File: src/rtl/pipe_hazard_ctrl_if.sv
// Signal bundle between the pipeline datapath (master) and the stall/flush
// controller (slave); the perf counter outputs are always present.
interface pipe_hazard_ctrl_if;
  logic [4:0]  id_rs1_addr;
  logic [4:0]  id_rs2_addr;
  logic        id_uses_rs1;
  logic        id_uses_rs2;
  logic [4:0]  ex_reg_d;
  logic [4:0]  ex_mem_command;
  logic        ex_redirect;
  logic        ex_halt;
  logic        mem_req;
  logic        mem_ready;
  logic        resume;
  logic        if_stop;
  logic        id_stop;
  logic        id_bubble;
  logic        ex_stop;
  logic        flush_if;
  logic        halted;
  logic [2:0]  state;
  logic [31:0] perf_stall_cnt;
  logic [31:0] perf_flush_cnt;

  modport master (
    output id_rs1_addr, id_rs2_addr, id_uses_rs1, id_uses_rs2, ex_reg_d,
           ex_mem_command, ex_redirect, ex_halt, mem_req, mem_ready, resume,
    input  if_stop, id_stop, id_bubble, ex_stop, flush_if, halted, state,
           perf_stall_cnt, perf_flush_cnt
  );

  modport slave (
    input  id_rs1_addr, id_rs2_addr, id_uses_rs1, id_uses_rs2, ex_reg_d,
           ex_mem_command, ex_redirect, ex_halt, mem_req, mem_ready, resume,
    output if_stop, id_stop, id_bubble, ex_stop, flush_if, halted, state,
           perf_stall_cnt, perf_flush_cnt
  );
endinterface

File: src/rtl/pipe_hazard_ctrl.sv
// Stall/flush controller for the 5-stage RV32I pipeline (Mealy outputs).
// Optional macro PIPE_HAZARD_PERF_EN adds stall/flush performance counters.
module pipe_hazard_ctrl #(
  parameter int LOAD_USE_CYCLES = 1,
  parameter int FLUSH_CYCLES    = 1
) (
  input logic              clk,
  input logic              reset,
  pipe_hazard_ctrl_if.slave bus
);
  typedef enum logic [2:0] {
    RUN      = 3'd0,
    LD_STALL = 3'd1,
    MEM_WAIT = 3'd2,
    FLUSH    = 3'd3,
    HALT     = 3'd4
  } state_t;

  localparam logic [1:0] FLUSH_RELOAD = 2'((FLUSH_CYCLES > 0) ? FLUSH_CYCLES - 1 : 0);
  localparam logic [1:0] LD_RELOAD    = 2'((LOAD_USE_CYCLES > 1) ? LOAD_USE_CYCLES - 2 : 0);

  state_t     state_r, state_nxt_s, ret_r, ret_nxt_s;
  logic [1:0] cnt_r, cnt_nxt_s;
  logic       hz_s, mw_s;
  logic       if_stop_s, id_stop_s, id_bubble_s, ex_stop_s, flush_if_s;
  logic       if_stop_g_s, flush_if_g_s;

  assign hz_s = (bus.ex_mem_command[1:0] == 2'b01) && (bus.ex_reg_d != 5'd0) &&
                ((bus.id_uses_rs1 && (bus.id_rs1_addr == bus.ex_reg_d)) ||
                 (bus.id_uses_rs2 && (bus.id_rs2_addr == bus.ex_reg_d)));
  assign mw_s = bus.mem_req && !bus.mem_ready;

  // State, return-state and counter registers
  always_ff @(posedge clk) begin
    if (reset) begin
      state_r <= RUN;
      ret_r   <= RUN;
      cnt_r   <= 2'd0;
    end else begin
      state_r <= state_nxt_s;
      ret_r   <= ret_nxt_s;
      cnt_r   <= cnt_nxt_s;
    end
  end

  // Next-state and same-cycle stop/bubble/flush decode
  always_comb begin
    state_nxt_s = state_r;
    ret_nxt_s   = ret_r;
    cnt_nxt_s   = cnt_r;
    if_stop_s   = 1'b0;
    id_stop_s   = 1'b0;
    id_bubble_s = 1'b0;
    ex_stop_s   = 1'b0;
    flush_if_s  = 1'b0;
    case (state_r)
      RUN, LD_STALL, FLUSH: begin
        if (mw_s) begin
          if_stop_s   = 1'b1;
          id_stop_s   = 1'b1;
          ex_stop_s   = 1'b1;
          ret_nxt_s   = state_r;
          state_nxt_s = MEM_WAIT;
        end else if (bus.ex_redirect) begin
          id_bubble_s = 1'b1;
          flush_if_s  = 1'b1;
          if (FLUSH_CYCLES > 0) begin
            state_nxt_s = FLUSH;
            cnt_nxt_s   = FLUSH_RELOAD;
          end else begin
            state_nxt_s = RUN;
          end
        end else if (state_r == FLUSH) begin
          id_bubble_s = 1'b1;
          flush_if_s  = 1'b1;
          if (cnt_r == 2'd0) begin
            state_nxt_s = RUN;
          end else begin
            cnt_nxt_s = cnt_r - 2'd1;
          end
        end else if (state_r == LD_STALL) begin
          if_stop_s   = 1'b1;
          id_bubble_s = 1'b1;
          if (cnt_r == 2'd0) begin
            state_nxt_s = RUN;
          end else begin
            cnt_nxt_s = cnt_r - 2'd1;
          end
        end else if (bus.ex_halt) begin
          if_stop_s   = 1'b1;
          id_stop_s   = 1'b1;
          ex_stop_s   = 1'b1;
          state_nxt_s = HALT;
        end else if (hz_s) begin
          if_stop_s   = 1'b1;
          id_bubble_s = 1'b1;
          if (LOAD_USE_CYCLES > 1) begin
            state_nxt_s = LD_STALL;
            cnt_nxt_s   = LD_RELOAD;
          end else begin
            state_nxt_s = RUN;
          end
        end else begin
          state_nxt_s = RUN;
        end
      end
      MEM_WAIT: begin
        // Pipeline stays frozen until the access completes, then resume where we left off
        if (bus.mem_ready) begin
          state_nxt_s = ret_r;
        end else begin
          if_stop_s = 1'b1;
          id_stop_s = 1'b1;
          ex_stop_s = 1'b1;
        end
      end
      HALT: begin
        if (bus.resume) begin
          state_nxt_s = RUN;
        end else begin
          if_stop_s = 1'b1;
          id_stop_s = 1'b1;
          ex_stop_s = 1'b1;
        end
      end
      default: begin
        state_nxt_s = RUN;
      end
    endcase
  end

  // Outputs are forced low during reset so decode performs its own reset
  assign if_stop_g_s   = if_stop_s & ~reset;
  assign flush_if_g_s  = flush_if_s & ~reset;
  assign bus.if_stop   = if_stop_g_s;
  assign bus.id_stop   = id_stop_s & ~reset;
  assign bus.id_bubble = id_bubble_s & ~reset;
  assign bus.ex_stop   = ex_stop_s & ~reset;
  assign bus.flush_if  = flush_if_g_s;
  assign bus.halted    = (state_r == HALT) && !reset;
  assign bus.state     = reset ? 3'd0 : state_r;

`ifdef PIPE_HAZARD_PERF_EN
  logic [31:0] perf_stall_r, perf_flush_r;

  // Free-running wrap-around stall and flush cycle counters
  always_ff @(posedge clk) begin
    if (reset) begin
      perf_stall_r <= 32'd0;
      perf_flush_r <= 32'd0;
    end else begin
      if (if_stop_g_s && (state_r != HALT)) begin
        perf_stall_r <= perf_stall_r + 32'd1;
      end
      if (flush_if_g_s) begin
        perf_flush_r <= perf_flush_r + 32'd1;
      end
    end
  end

  assign bus.perf_stall_cnt = perf_stall_r;
  assign bus.perf_flush_cnt = perf_flush_r;
`else
  assign bus.perf_stall_cnt = 32'd0;
  assign bus.perf_flush_cnt = 32'd0;
`endif
endmodule
File: src/flat_wrapper.sv
// flat-port wrapper written by rule: the top's interface ports become plain ports
module pipe_hazard_ctrl_flat 
#(
  parameter int LOAD_USE_CYCLES = 1,
  parameter int FLUSH_CYCLES    = 1
)
  (clk, reset, bus_id_rs1_addr, bus_id_rs2_addr, bus_id_uses_rs1, bus_id_uses_rs2, bus_ex_reg_d, bus_ex_mem_command, bus_ex_redirect, bus_ex_halt, bus_mem_req, bus_mem_ready, bus_resume, bus_if_stop, bus_id_stop, bus_id_bubble, bus_ex_stop, bus_flush_if, bus_halted, bus_state, bus_perf_stall_cnt, bus_perf_flush_cnt);
  pipe_hazard_ctrl_if bus_i ();
  input logic clk;
  input logic reset;
  input wire logic [$bits(bus_i.id_rs1_addr)-1:0] bus_id_rs1_addr;
  input wire logic [$bits(bus_i.id_rs2_addr)-1:0] bus_id_rs2_addr;
  input wire logic [$bits(bus_i.id_uses_rs1)-1:0] bus_id_uses_rs1;
  input wire logic [$bits(bus_i.id_uses_rs2)-1:0] bus_id_uses_rs2;
  input wire logic [$bits(bus_i.ex_reg_d)-1:0] bus_ex_reg_d;
  input wire logic [$bits(bus_i.ex_mem_command)-1:0] bus_ex_mem_command;
  input wire logic [$bits(bus_i.ex_redirect)-1:0] bus_ex_redirect;
  input wire logic [$bits(bus_i.ex_halt)-1:0] bus_ex_halt;
  input wire logic [$bits(bus_i.mem_req)-1:0] bus_mem_req;
  input wire logic [$bits(bus_i.mem_ready)-1:0] bus_mem_ready;
  input wire logic [$bits(bus_i.resume)-1:0] bus_resume;
  output wire logic [$bits(bus_i.if_stop)-1:0] bus_if_stop;
  output wire logic [$bits(bus_i.id_stop)-1:0] bus_id_stop;
  output wire logic [$bits(bus_i.id_bubble)-1:0] bus_id_bubble;
  output wire logic [$bits(bus_i.ex_stop)-1:0] bus_ex_stop;
  output wire logic [$bits(bus_i.flush_if)-1:0] bus_flush_if;
  output wire logic [$bits(bus_i.halted)-1:0] bus_halted;
  output wire logic [$bits(bus_i.state)-1:0] bus_state;
  output wire logic [$bits(bus_i.perf_stall_cnt)-1:0] bus_perf_stall_cnt;
  output wire logic [$bits(bus_i.perf_flush_cnt)-1:0] bus_perf_flush_cnt;
  assign bus_i.id_rs1_addr = bus_id_rs1_addr;
  assign bus_i.id_rs2_addr = bus_id_rs2_addr;
  assign bus_i.id_uses_rs1 = bus_id_uses_rs1;
  assign bus_i.id_uses_rs2 = bus_id_uses_rs2;
  assign bus_i.ex_reg_d = bus_ex_reg_d;
  assign bus_i.ex_mem_command = bus_ex_mem_command;
  assign bus_i.ex_redirect = bus_ex_redirect;
  assign bus_i.ex_halt = bus_ex_halt;
  assign bus_i.mem_req = bus_mem_req;
  assign bus_i.mem_ready = bus_mem_ready;
  assign bus_i.resume = bus_resume;
  assign bus_if_stop = bus_i.if_stop;
  assign bus_id_stop = bus_i.id_stop;
  assign bus_id_bubble = bus_i.id_bubble;
  assign bus_ex_stop = bus_i.ex_stop;
  assign bus_flush_if = bus_i.flush_if;
  assign bus_halted = bus_i.halted;
  assign bus_state = bus_i.state;
  assign bus_perf_stall_cnt = bus_i.perf_stall_cnt;
  assign bus_perf_flush_cnt = bus_i.perf_flush_cnt;
  pipe_hazard_ctrl #(.LOAD_USE_CYCLES(LOAD_USE_CYCLES), .FLUSH_CYCLES(FLUSH_CYCLES)) u_core (.clk(clk), .reset(reset), .bus(bus_i));
endmodule
File: config.mk
export PLATFORM = sky130hd
export DESIGN_NAME = pipe_hazard_ctrl_flat
export DESIGN_NICKNAME = d
export VERILOG_FILES = /design/src/rtl/pipe_hazard_ctrl_if.sv /design/src/rtl/pipe_hazard_ctrl.sv /design/src/flat_wrapper.sv
export SDC_FILE = /design/constraint.sdc
export NUM_CORES = 1
export LEC_CHECK = 0
export ABC_AREA = 1
export BUFFER_PORTS_ARGS = -buffer_cell sky130_fd_sc_hd__buf_2
export CORE_AREA = 4 4 62 64
export DETAILED_ROUTE_END_ITERATION = 7
export DIE_AREA = 0 0 66 68
export GPL_TIMING_DRIVEN = 0
export PLACE_DENSITY = 0.82
export SKIP_CTS_REPAIR_TIMING = 1
export SLEW_MARGIN = 10
export SYNTH_ARGS = -nofsm -noshare
export SYNTH_HDL_FRONTEND = slang
export SYNTH_SLANG_ARGS = --single-unit
File: constraint.sdc
create_clock -name clk -period 1.64 [get_ports clk]
set_input_delay 0 -clock clk [delete_from_list [all_inputs] [get_ports clk]]
set_output_delay 0 -clock clk [all_outputs]
set_load 0.01 [all_outputs]
==> results of run 1 <==
-- registers in the layout, summed over array words and instances (netlist names) --
name / flops
u_core.state_r: 3
u_core.cnt_r: 2
u_core.ret_r: 3
-- worst paths after layout --
check | depth (start not counted) | endpoint | slack, ns
setup reg to reg | 8 | u_core.cnt_r[0] | 0.30
hold reg to reg | 2 | u_core.ret_r[2] | 0.44
setup / recovery | 8 | bus_id_bubble | 0.08
hold / removal | 4 | u_core.ret_r[2] | 0.08
-- area by class of cell --
cell class	count	area share (%)
Buffer	65	26.82
Clock buffer	3	1.247
Inverter	32	6.930
Multi-Input combinational cell	161	40.54
Sequential cell	8	9.217
Tap cell	46	3.188
Timing Repair Buffer	40	12.06
-- power by group through the flow --
stage	combinational [mW]	sequential, mW	clock (mW)
6_report	0.524	0.234	0.148
5_1_grt	0.581	0.237	0.177
4_1_cts	0.482	0.230	0.153
3_5_place_dp	0.481	0.234	0
3_3_place_gp	0.473	0.234	0
2_1_floorplan	0.391	0.231	0
-- through the flow --
step,cell area (sq um),TNS [ns],hold WS (ns),setup WS [ns]
2_1_floorplan,1495,0,0.07802,0.3002
3_3_place_gp,1723,0,0.1946,0.1964
3_5_place_dp,1723,0,0.2010,0.1867
4_1_cts,1745,-0.1003,-0.06833,-0.08938
5_1_grt,1805,-0.06268,0.08551,-0.04198
6_report,1805,0,0.08404,0.08418
-- cell families (layout without fill, tap and decap cells) --
| kind of cell | count (synthesis) | count (layout) |
|---|---|---|
| flip-flops | 8 | 8 |
| adder cells (fa/ha/maj) | 1 | 1 |
| AND/OR/NAND/NOR | 80 | 80 |
| AO/OA/AOI/OAI | 16 | 16 |
| buffers and inverters | 98 | 140 |
| other | 1 | 64 |
-- tightest hold or removal path: cells and delay by family --
family	cells	cell delay, ns
and+or+nand+nor	2	0.11
buffers and inverters	2	0.18
-- layer usage --
metal / track usage (%) / vias to the layer above / share of wire, %
met2: 21.65 / 44 / 54
met3: 3.941 / 4 / 10
li1: - / 699 / -
met1: 11.13 / 487 / 35
met4: 3.046 / 0 / 0.83
met5: 0 / - / 0
-- cells in the final DEF, fill, tap and decap left out, drive strengths merged --
cell / netlist / routed
nand2: 48 / 48
a21oi: 8 / 8
dfxtp: 8 / 8
nor2: 22 / 22
a211oi: 1 / 1
a31oi: 2 / 2
conb: 1 / 64
ha: 1 / 1
buf: 65 / 103
dlygate4sd3: 0 / 1
nand4: 1 / 1
inv: 32 / 32
a311oi: 1 / 1
o21ai: 4 / 4
nand3b: 2 / 2
nand3: 6 / 6
nor3: 1 / 1
clkbuf: 1 / 4
==> results.cfg, run 1 <==
[outcome]
run_status = complete, no violations

[synthesis]
synth_compound_gate_area_share_pct = 8.350
ys_seq_elements = 8
asyncSetResetFlopFracSynth_pct = 0
synth_sequential_area_ratio_pct = 12.72
synth_largest_type_area_fraction_pct = 38.77
yosys.area_share.xor_xnor_pct = 0
synth.avg_cell_area_sq_um = 6.170
synthMostInstantiatedCell = buf_4
synth_ff_type = dfxtp_1
synth_simple_gate_area_share_pct = 28.83
mappedNetlistArea_sq_um = 1259
synth-edff-count = 0
synth.top_cells.by_area = buf_4 (39%), nand2_1 (14%), dfxtp_1 (13%)
post_synthesis_cells = 204
synth_top_family_by_area = buffers and inverters
synth.area.mux_share_pct = 0
synth_top_cell_by_area = buf_4
synth_common_cells = buf_4 (65), nand2_1 (46), inv_1 (29)
synth.distinct_cells = 25
synth-warning-count = 0
synthAdderAreaFrac_pct = 0.9940

[power_and_ir_drop]
power.clock.fraction_pct = 16.3
p_seq_share_pct = 25.8
power_consumption_mw = 0.9059
pwr-share-comb_pct = 57.9
power.leakage_nw = 1.182
worst_ir_drop_on_vdd_v = 0.0005448
switching_share_pct = 40.13
internal_power_mw = 0.5423
power_per_cell_area_nw_per_um2 = 501.7
switchingPower_mw = 0.3635

[drt]
detailedRoute.firstIterationViolations = 25
drt.antenna.violating_nets = 0
detail_route.wl_per_cell_um = 7.808
post-route-drc-count = 0
aggregate_routed_wire_length_um = 2772
vias = 1234
dr.pass1.iters = 4
post_drt_via_cell_ratio = 3.476

[hold_path]
timing.hold.worst.class = in -> reg
hp-start = reset

[floorplan]
boundaryPins = 102
chipHeight_um = 68
initial_core_util_pct = 38.32
die_area_sq_um = 4488
placeableCoreArea_sq_um = 3284
row_count = 21
fp.dieW_um = 66

[sta]
setup_violations = 0
worst_skew_ns = 0.006925
max_freq_mhz = 642.7
total_count_of_max_transition_violations_in_the_final_report = 0
post-route-min-period_ns = 1.556
grt_setup_unrepaired = true
layout_worst_path_cycle_share_pct = 94.87
timing_hold_violations_final = 0

[grt]
grt-ovfl-total = 0
grt_pass1_wl_um = 3946
number_of_antenna_violations_at_the_first_check_in_global_routing = 0
maximum_number_of_pins_on_one_net_before_global_route_repair = 11
grt_util_all_layers_pct = 11.11
grt_pass1_vias = 968

[finish]
combined_area_of_the_multi_input_logic_cells_sq_um = 732.0
seq_area_sq_um = 166.4
non_filler_instance_count_after_layout = 355
num_antenna_cells = 0
final_net_count = 341
filler_cell_count = 351
area.growth.synth_to_final_pct = 43.44
layout.core_utilization_pct = 54.97
final_layout_size_suffix_gt1_share_pct = 40.45

[clocking]
worst_skew_pair.late_latency_ns = 0.25
cts_buffers = 3
root_buffer = clkbuf_4
cts_sinks = 8
clock_path_buffers = 2
clk_pin_slew_worst_paths_ns = 0.05
tritoncts_clock_tree = yes
clock_tree.htree_level_count = 1

[critical_path]
cell_type_with_the_highest_occurrence_count_on_the_critical_path = inv_4
cp-end-kind = output pin
required_ns = 1.64
regToRegStartpoint = u_core.state_r[0]
cp-startpoint = u_core.state_r[0]
crit_fanout = 4
critical_path.n_buffers_inverters = 4
critical-path-slowest-cell = dfxtp_2
cpPeakStageDelay_ns = 0.37
cp.arrival_ns = 1.56
critPathKind = reg -> out
start_kind = flip-flop
critical-path-top-delay-family = buffers and inverters
timing.critical_path.cells = inv_4 -> a21oi_4 -> inv_4 -> buf_4 -> nor2_8 -> nand3b_1 -> a31oi_1 -> buf_2

[placed_design]
finalWeightedCongestion = 0.8200
place.detailed.instances = 347
port_buffers = 34
dp.final_hpwl_um = 2507

[run]
max_capacitance_violation_total = 0
(Power assumes the default switching activity.)
==> run 2, diff against run 1 <==
--- a/config.mk
+++ b/config.mk
@@ -5,13 +5,12 @@
 export SDC_FILE = /design/constraint.sdc
 export NUM_CORES = 1
 export LEC_CHECK = 0
-export ABC_AREA = 1
 export BUFFER_PORTS_ARGS = -buffer_cell sky130_fd_sc_hd__buf_2
-export CORE_AREA = 4 4 62 64
+export CORE_AREA = 4 4 61 63
 export DETAILED_ROUTE_END_ITERATION = 7
-export DIE_AREA = 0 0 66 68
+export DIE_AREA = 0 0 65 67
 export GPL_TIMING_DRIVEN = 0
-export PLACE_DENSITY = 0.82
+export PLACE_DENSITY = 0.81
 export SKIP_CTS_REPAIR_TIMING = 1
 export SLEW_MARGIN = 10
 export SYNTH_ARGS = -nofsm -noshare
==> run 2 against run 1 <==
Net effect:
- power is 10% lower
- first-iteration DRC count unchanged
- critical path type unchanged
- the run now ends with negative setup slack left
- non-clock buffer count is 1 higher
- count of clock-buffer cells in the layout unchanged
- hold slack worse by 0.025 ns
==> results.cfg, run 2 <==
[synthesis]
ys_seq_elements = 8
synth_sequential_area_ratio_pct = 13.63
synthMostInstantiatedCell = buf_4
post_synthesis_cells = 164
synth_top_cell_by_area = buf_4
asyncSetResetFlopFracSynth_pct = 0
synth_ff_type = dfxtp_1
synth.distinct_cells = 32
mappedNetlistArea_sq_um = 1175
synth_common_cells = buf_4 (65), nor2_1 (17), xnor2_1 (10)
synth_largest_type_area_fraction_pct = 41.53
synth.avg_cell_area_sq_um = 7.164
synth-warning-count = 0
synth-edff-count = 0
synth.top_cells.by_area = buf_4 (42%), dfxtp_1 (14%), xnor2_1 (7.5%)

[floorplan]
placeableCoreArea_sq_um = 3232
die_area_sq_um = 4355
boundaryPins = 102
fp.dieW_um = 65
initial_core_util_pct = 36.35
chipHeight_um = 67
row_count = 21

[finish]
layout.core_utilization_pct = 53.16
area.growth.synth_to_final_pct = 46.22
num_antenna_cells = 0
biggestRegsByFlops = u_core.ret_r x3, u_core.state_r x3, u_core.cnt_r x2
final_net_count = 298
filler_cell_count = 320
combined_area_of_the_multi_input_logic_cells_sq_um = 740.7
mostFrequentLayoutCells = buf_4 (69), conb_1 (64), buf_2 (32)
final_layout_size_suffix_gt1_share_pct = 42.11
seq_area_sq_um = 162.7
mostFrequentLayoutCell = buf_4

[grt]
grt-ovfl-total = 0
number_of_antenna_violations_at_the_first_check_in_global_routing = 0
grt_pass1_wl_um = 3691
grt_use_met3_pct = 3.879
maximum_number_of_pins_on_one_net_before_global_route_repair = 11
grt_pass1_vias = 868
gr_met2_demand_resource_pct = 19.28
grt_met1_use_pct = 11.89
grt_util_all_layers_pct = 10.68
grt_most_used_layer = met2

[power_and_ir_drop]
pwr-share-comb_pct = 55.1
worst_ir_drop_on_vdd_v = 0.0003434
power_per_cell_area_nw_per_um2 = 472.2
p_seq_share_pct = 26.9
power.leakage_nw = 0.9950
switchingPower_mw = 0.2898
power_consumption_mw = 0.8112
power.clock.fraction_pct = 18.0
switching_share_pct = 35.73
internal_power_mw = 0.5214

[critical_path]
cp.arrival_ns = 1.71
critical-path-top-delay-family = compound AO/OA/AOI/OAI gates
required_ns = 1.64
cpPeakStageDelay_ns = 0.33
regToRegStartpoint = u_core.state_r[0]
start_kind = flip-flop
cell_type_with_the_highest_occurrence_count_on_the_critical_path = buf_6
cp-end-kind = output pin
crit-reg2reg-capture = u_core.cnt_r[1]
crit_fanout = 4
critPathKind = reg -> out
critical-path-slowest-cell = dfxtp_2
ff2ff_setup_slack_ns = 0.18
timing.reg2reg.worst_path_depth = 7
timing.critical_path.cells = buf_6 -> nor2_4 -> nand3b_1 -> o31a_1 -> a21o_1 -> a21oi_2 -> buf_4 -> buf_6
critical_path.n_buffers_inverters = 3

[placed_design]
dp.final_hpwl_um = 2269
finalWeightedCongestion = 0.8803
port_buffers = 33

[clocking]
tritoncts_clock_tree = yes
clk_pin_slew_worst_paths_ns = 0.05
cts_sinks = 8
worst_skew_pair.late_latency_ns = 0.25
clock_tree.htree_level_count = 1
root_buffer = clkbuf_4
cts_buffers = 3
clock_path_buffers = 2

[drt]
detailedRoute.firstIterationViolations = 25
drt.antenna.violating_nets = 0
post-route-drc-count = 0
aggregate_routed_wire_length_um = 2677
dr.pass1.iters = 6
post_drt_via_cell_ratio = 3.599
vias = 1123
detail_route.wl_per_cell_um = 8.580

[hold_path]
sink_of_the_worst_hold_path = u_core.ret_r[2]
timing.hold.worst.class = in -> reg
hp-start = reset
hold-path-cell-count = 3

[sta]
timing_hold_violations_final = 0
post-route-min-period_ns = 1.706
max_freq_mhz = 586.1
worst_skew_ns = 0.008470
layout_worst_path_cycle_share_pct = 104.0
postLayoutSetupSlackWorst_ns = -0.06619
setup_violations = 2
grt_setup_unrepaired = true
total_count_of_max_transition_violations_in_the_final_report = 0

[outcome]
run_status = finished, violations left
failed_checks = negative setup slack

[run]
max_capacitance_violation_total = 0
## run 2: cell count changes after synthesis, sizes merged, moves of 5 or more
| cell | change |
|---|---|
| nand2 | -41 |
| nor2b | +5 |
| nand2b | +5 |
| xnor2 | +10 |
| inv | -28 |
| nand3 | -5 |
| nor2 | -5 |
## run 2: metal layers
metal	up-vias	wire length (um)
met2	44	1460
li1	609	-
met3	2	236
met4	0	8
met5	-	0
met1	468	972
## run 2: tightest hold or removal path: cells and delay by family
kind / cells / cell delay, ns
buffers and inverters: 1 / 0.12
AND/OR/NAND/NOR: 1 / 0.11
AO/OA/AOI/OAI: 1 / 0.04
## run 2: final cells by class
type | count | share of cell area, %
Multi-Input combinational cell | 145 | 43.12
Tap cell | 46 | 3.350
Inverter | 4 | 0.8740
Sequential cell | 8 | 9.468
Buffer | 69 | 30.15
Timing Repair Buffer | 37 | 11.73
Clock buffer | 3 | 1.311
## run 2: logic make-up (layout without fill, tap and decap cells)
logic type / after synthesis / count (layout) / synth area share (%)
buffers and inverters: 74 / 113 / 44.62
and+or+nand+nor: 49 / 49 / 21.51
AOI/OAI and AO/OA: 19 / 19 / 9.692
xor gates and xnor gates: 10 / 10 / 7.454
DFF: 8 / 8 / 13.63
muxes: 2 / 2 / 1.704
adders and majority gates: 1 / 1 / 1.065
other: 1 / 64 / 0.3192
## run 2: through the flow
| step | setup TNS, ns | cells | area [sq um] | hold slack (ns) | worst slack (ns) |
|---|---|---|---|---|---|
| 3_3_place_gp | 0 | 306 | 1634 | 0.3059 | 0.02902 |
| 2_1_floorplan | 0 | 227 | 1411 | 0.04641 | 0.1548 |
| 6_report | -0.06908 | 312 | 1718 | 0.05913 | -0.06619 |
| 5_1_grt | -0.4510 | 312 | 1718 | 0.1047 | -0.1890 |
| 4_1_cts | -0.5580 | 309 | 1657 | 0.05602 | -0.2465 |
| 3_5_place_dp | 0 | 306 | 1634 | 0.3029 | 0.03693 |
## run 2: worst max-delay path by stage
stage | startpoint | end | depth (start not counted)
after floorplan | u_core.state_r[1] | bus_id_stop | 7
after global placement | u_core.state_r[1] | bus_id_stop | 8
after detailed placement | u_core.state_r[1] | bus_id_stop | 8
after CTS | u_core.state_r[1] | bus_id_stop | 8
after global routing | u_core.state_r[1] | bus_id_stop | 8
final | u_core.state_r[0] | bus_id_stop | 8
## run 2: power by group through the flow
stage | Combinational (mW) | Sequential (mW) | Clock, mW
2_1_floorplan | 0.330 | 0.215 | 0
6_report | 0.447 | 0.218 | 0.146
5_1_grt | 0.495 | 0.219 | 0.164
3_5_place_dp | 0.410 | 0.216 | 0
4_1_cts | 0.411 | 0.212 | 0.150
3_3_place_gp | 0.406 | 0.216 | 0
==> run 3, diff against run 2 <==
--- a/config.mk
+++ b/config.mk
@@ -5,6 +5,7 @@
 export SDC_FILE = /design/constraint.sdc
 export NUM_CORES = 1
 export LEC_CHECK = 0
+export ABC_CLOCK_PERIOD_IN_PS = 1640
 export BUFFER_PORTS_ARGS = -buffer_cell sky130_fd_sc_hd__buf_2
 export CORE_AREA = 4 4 61 63
 export DETAILED_ROUTE_END_ITERATION = 7
==> constraint.sdc (replaced) <==
create_clock -name clk -period 1.64 [get_ports clk]
set_input_delay 0.082 -clock clk [delete_from_list [all_inputs] [get_ports clk]]
set_output_delay 0.082 -clock clk [all_outputs]
set_load 0.01 [all_outputs]
==> run 3 against run 2 <==
Net effect:
- the run still ends with negative setup slack left
- power up 1.1%
- sequential share of layout area down 0.082 points
- largest cell class unchanged
- global-route usage unchanged
- wire length up 2.1%
- sequential cell count unchanged
- highest routed layer unchanged
- clock power about the same
- hold slack better by 0.092 ns
- die area unchanged
- final area up 0.87%
==> results.cfg, run 3 (synthesis results as in run 2) <==
[drt]
vias = 1149
met3WireLength_um = 282
dr.pass1.iters = 4
detail_route.wl_per_cell_um = 8.732
post_drt_via_cell_ratio = 3.671
routed.top_layer = met4
detail_route.wirelength.met1_um = 950
post-route-drc-count = 0
detailedRoute.firstIterationViolations = 17
aggregate_routed_wire_length_um = 2733
drt.antenna.violating_nets = 0
routed-wl-met2_um = 1493

[sta]
worst_skew_ns = 0.008106
timing_worst_slew_pin_value_ns = 0.5106
fin_worst_hold_slack_ns = 0.1510
total_count_of_max_transition_violations_in_the_final_report = 0
post-route-min-period_ns = 1.797
max_freq_mhz = 556.4
grt_setup_unrepaired = true
headroom_to_the_max_slew_limit_pct = 65.96
layout_worst_path_cycle_share_pct = 109.6
setup_violations = 3
timing_hold_violations_final = 0
setup_tns_ns = -0.3307
postLayoutSetupSlackWorst_ns = -0.1572

[power_and_ir_drop]
power.leakage_nw = 1.001
pwr-share-comb_pct = 55.6
switching_share_pct = 35.82
internal_power_mw = 0.5261
worst_ir_drop_on_vdd_v = 0.0003404
power_per_cell_area_nw_per_um2 = 473.0
switchingPower_mw = 0.2936
p_seq_share_pct = 26.6
power.clock.fraction_pct = 17.8

[finish]
final_net_count = 299
final_layout_size_suffix_gt1_share_pct = 42.70
non_filler_instance_count_after_layout = 313
mostFrequentLayoutCells = buf_4 (70), conb_1 (64), buf_2 (32)
num_antenna_cells = 0
biggestRegsByFlops = u_core.ret_r x3, u_core.state_r x3, u_core.cnt_r x2
mostFrequentLayoutCell = buf_4
layout.core_utilization_pct = 53.62
stdcell_area_sq_um = 1733
area.growth.synth_to_final_pct = 47.50

[run]
max_capacitance_violation_total = 0

[clocking]
clock_tree.htree_level_count = 1
worst_skew_pair.late_latency_ns = 0.25
clock_path_buffers = 2
cts_sinks = 8
root_buffer = clkbuf_4
cts_buffers = 3
tritoncts_clock_tree = yes
clk_pin_slew_worst_paths_ns = 0.05

[outcome]
failed_checks = negative setup slack
run_status = finished, violations left

[critical_path]
critPathKind = reg -> out
cp-end-kind = output pin
crit_fanout = 4
start_kind = flip-flop
crit-reg2reg-capture = u_core.cnt_r[1]
critical_path.n_buffers_inverters = 3
regToRegStartpoint = u_core.state_r[0]
critical-path-top-delay-family = compound AO/OA/AOI/OAI gates
critical-path-slowest-cell = dfxtp_2
required_ns = 1.56
cpPeakStageDelay_ns = 0.33
ff2ff_setup_slack_ns = 0.20
cell_type_with_the_highest_occurrence_count_on_the_critical_path = buf_6
timing.critical_path.cells = buf_6 -> nor2_4 -> nand3b_1 -> o31a_1 -> a21o_1 -> a21oi_2 -> buf_4 -> buf_6
cp.arrival_ns = 1.72
timing.reg2reg.worst_path_depth = 7

[placed_design]
port_buffers = 33
place.detailed.instances = 306
finalWeightedCongestion = 0.8803
dp.final_hpwl_um = 2269
placedInstanceArea_sq_um = 1634

[hold_path]
sink_of_the_worst_hold_path = u_core.ret_r[2]
hp-start = reset
hold-path-cell-count = 3
timing.hold.worst.class = in -> reg

[floorplan]
boundaryPins = 102
placeableCoreArea_sq_um = 3232
die_area_sq_um = 4355
initial_core_util_pct = 36.35
fp.dieW_um = 65
chipHeight_um = 67
row_count = 21

[grt]
grt_util_all_layers_pct = 10.68
grt-ovfl-total = 0
maximum_number_of_pins_on_one_net_before_global_route_repair = 11
grt_pass1_vias = 868
grt_pass1_wl_um = 3691
number_of_antenna_violations_at_the_first_check_in_global_routing = 0
-- run 3: worst max path at each step --
stage                      startpoint           to  slack, ns  depth (start not counted)
finish              u_core.state_r[0]  bus_id_stop      -0.16                          8
global route        u_core.state_r[1]  bus_id_stop      -0.27                          8
CTS                 u_core.state_r[1]  bus_id_stop      -0.33                          8
detailed placement  u_core.state_r[1]  bus_id_stop      -0.05                          8
global placement    u_core.state_r[1]  bus_id_stop      -0.05                          8
floorplan           u_core.state_r[1]  bus_id_stop       0.07                          7
-- run 3: worst min-delay path: cells and delay by family --
| kind | cells | cell delay (ns) |
|---|---|---|
| AO/OA/AOI/OAI | 1 | 0.04 |
| buffers and inverters | 1 | 0.13 |
| AND/OR/NAND/NOR | 1 | 0.11 |
-- run 3: cell type report --
type | count | area (sq um)
Inverter | 4 | 15.01
Fill cell | 318 | 1499
Sequential cell | 8 | 162.7
Timing Repair Buffer | 38 | 209.0
Multi-Input combinational cell | 145 | 748.2
Clock buffer | 3 | 22.52
Tap cell | 46 | 57.56
Buffer | 69 | 518.0
-- run 3: through the flow --
stage | power, mW | worst slack (ns)
2_1_floorplan | 0.5448 | 0.07282
3_3_place_gp | 0.6214 | -0.05298
3_5_place_dp | 0.6258 | -0.04507
4_1_cts | 0.7735 | -0.3285
5_1_grt | 0.8859 | -0.2694
6_report | 0.8197 | -0.1572
-- run 3: layer usage --
metal / track usage (%) / up-vias
li1: - / 611
met1: 11.89 / 479
met2: 19.28 / 57
met3: 3.879 / 2
met4: 2.375 / 0
met5: 0 / -
-- run 3: power by group through the flow --
stage          clock [mW]  sequential (mW)  combinational, mW
2_1_floorplan           0            0.215              0.330
3_3_place_gp            0            0.216              0.406
3_5_place_dp            0            0.216              0.410
4_1_cts             0.150            0.212              0.411
5_1_grt             0.164            0.219              0.503
6_report            0.146            0.218              0.455
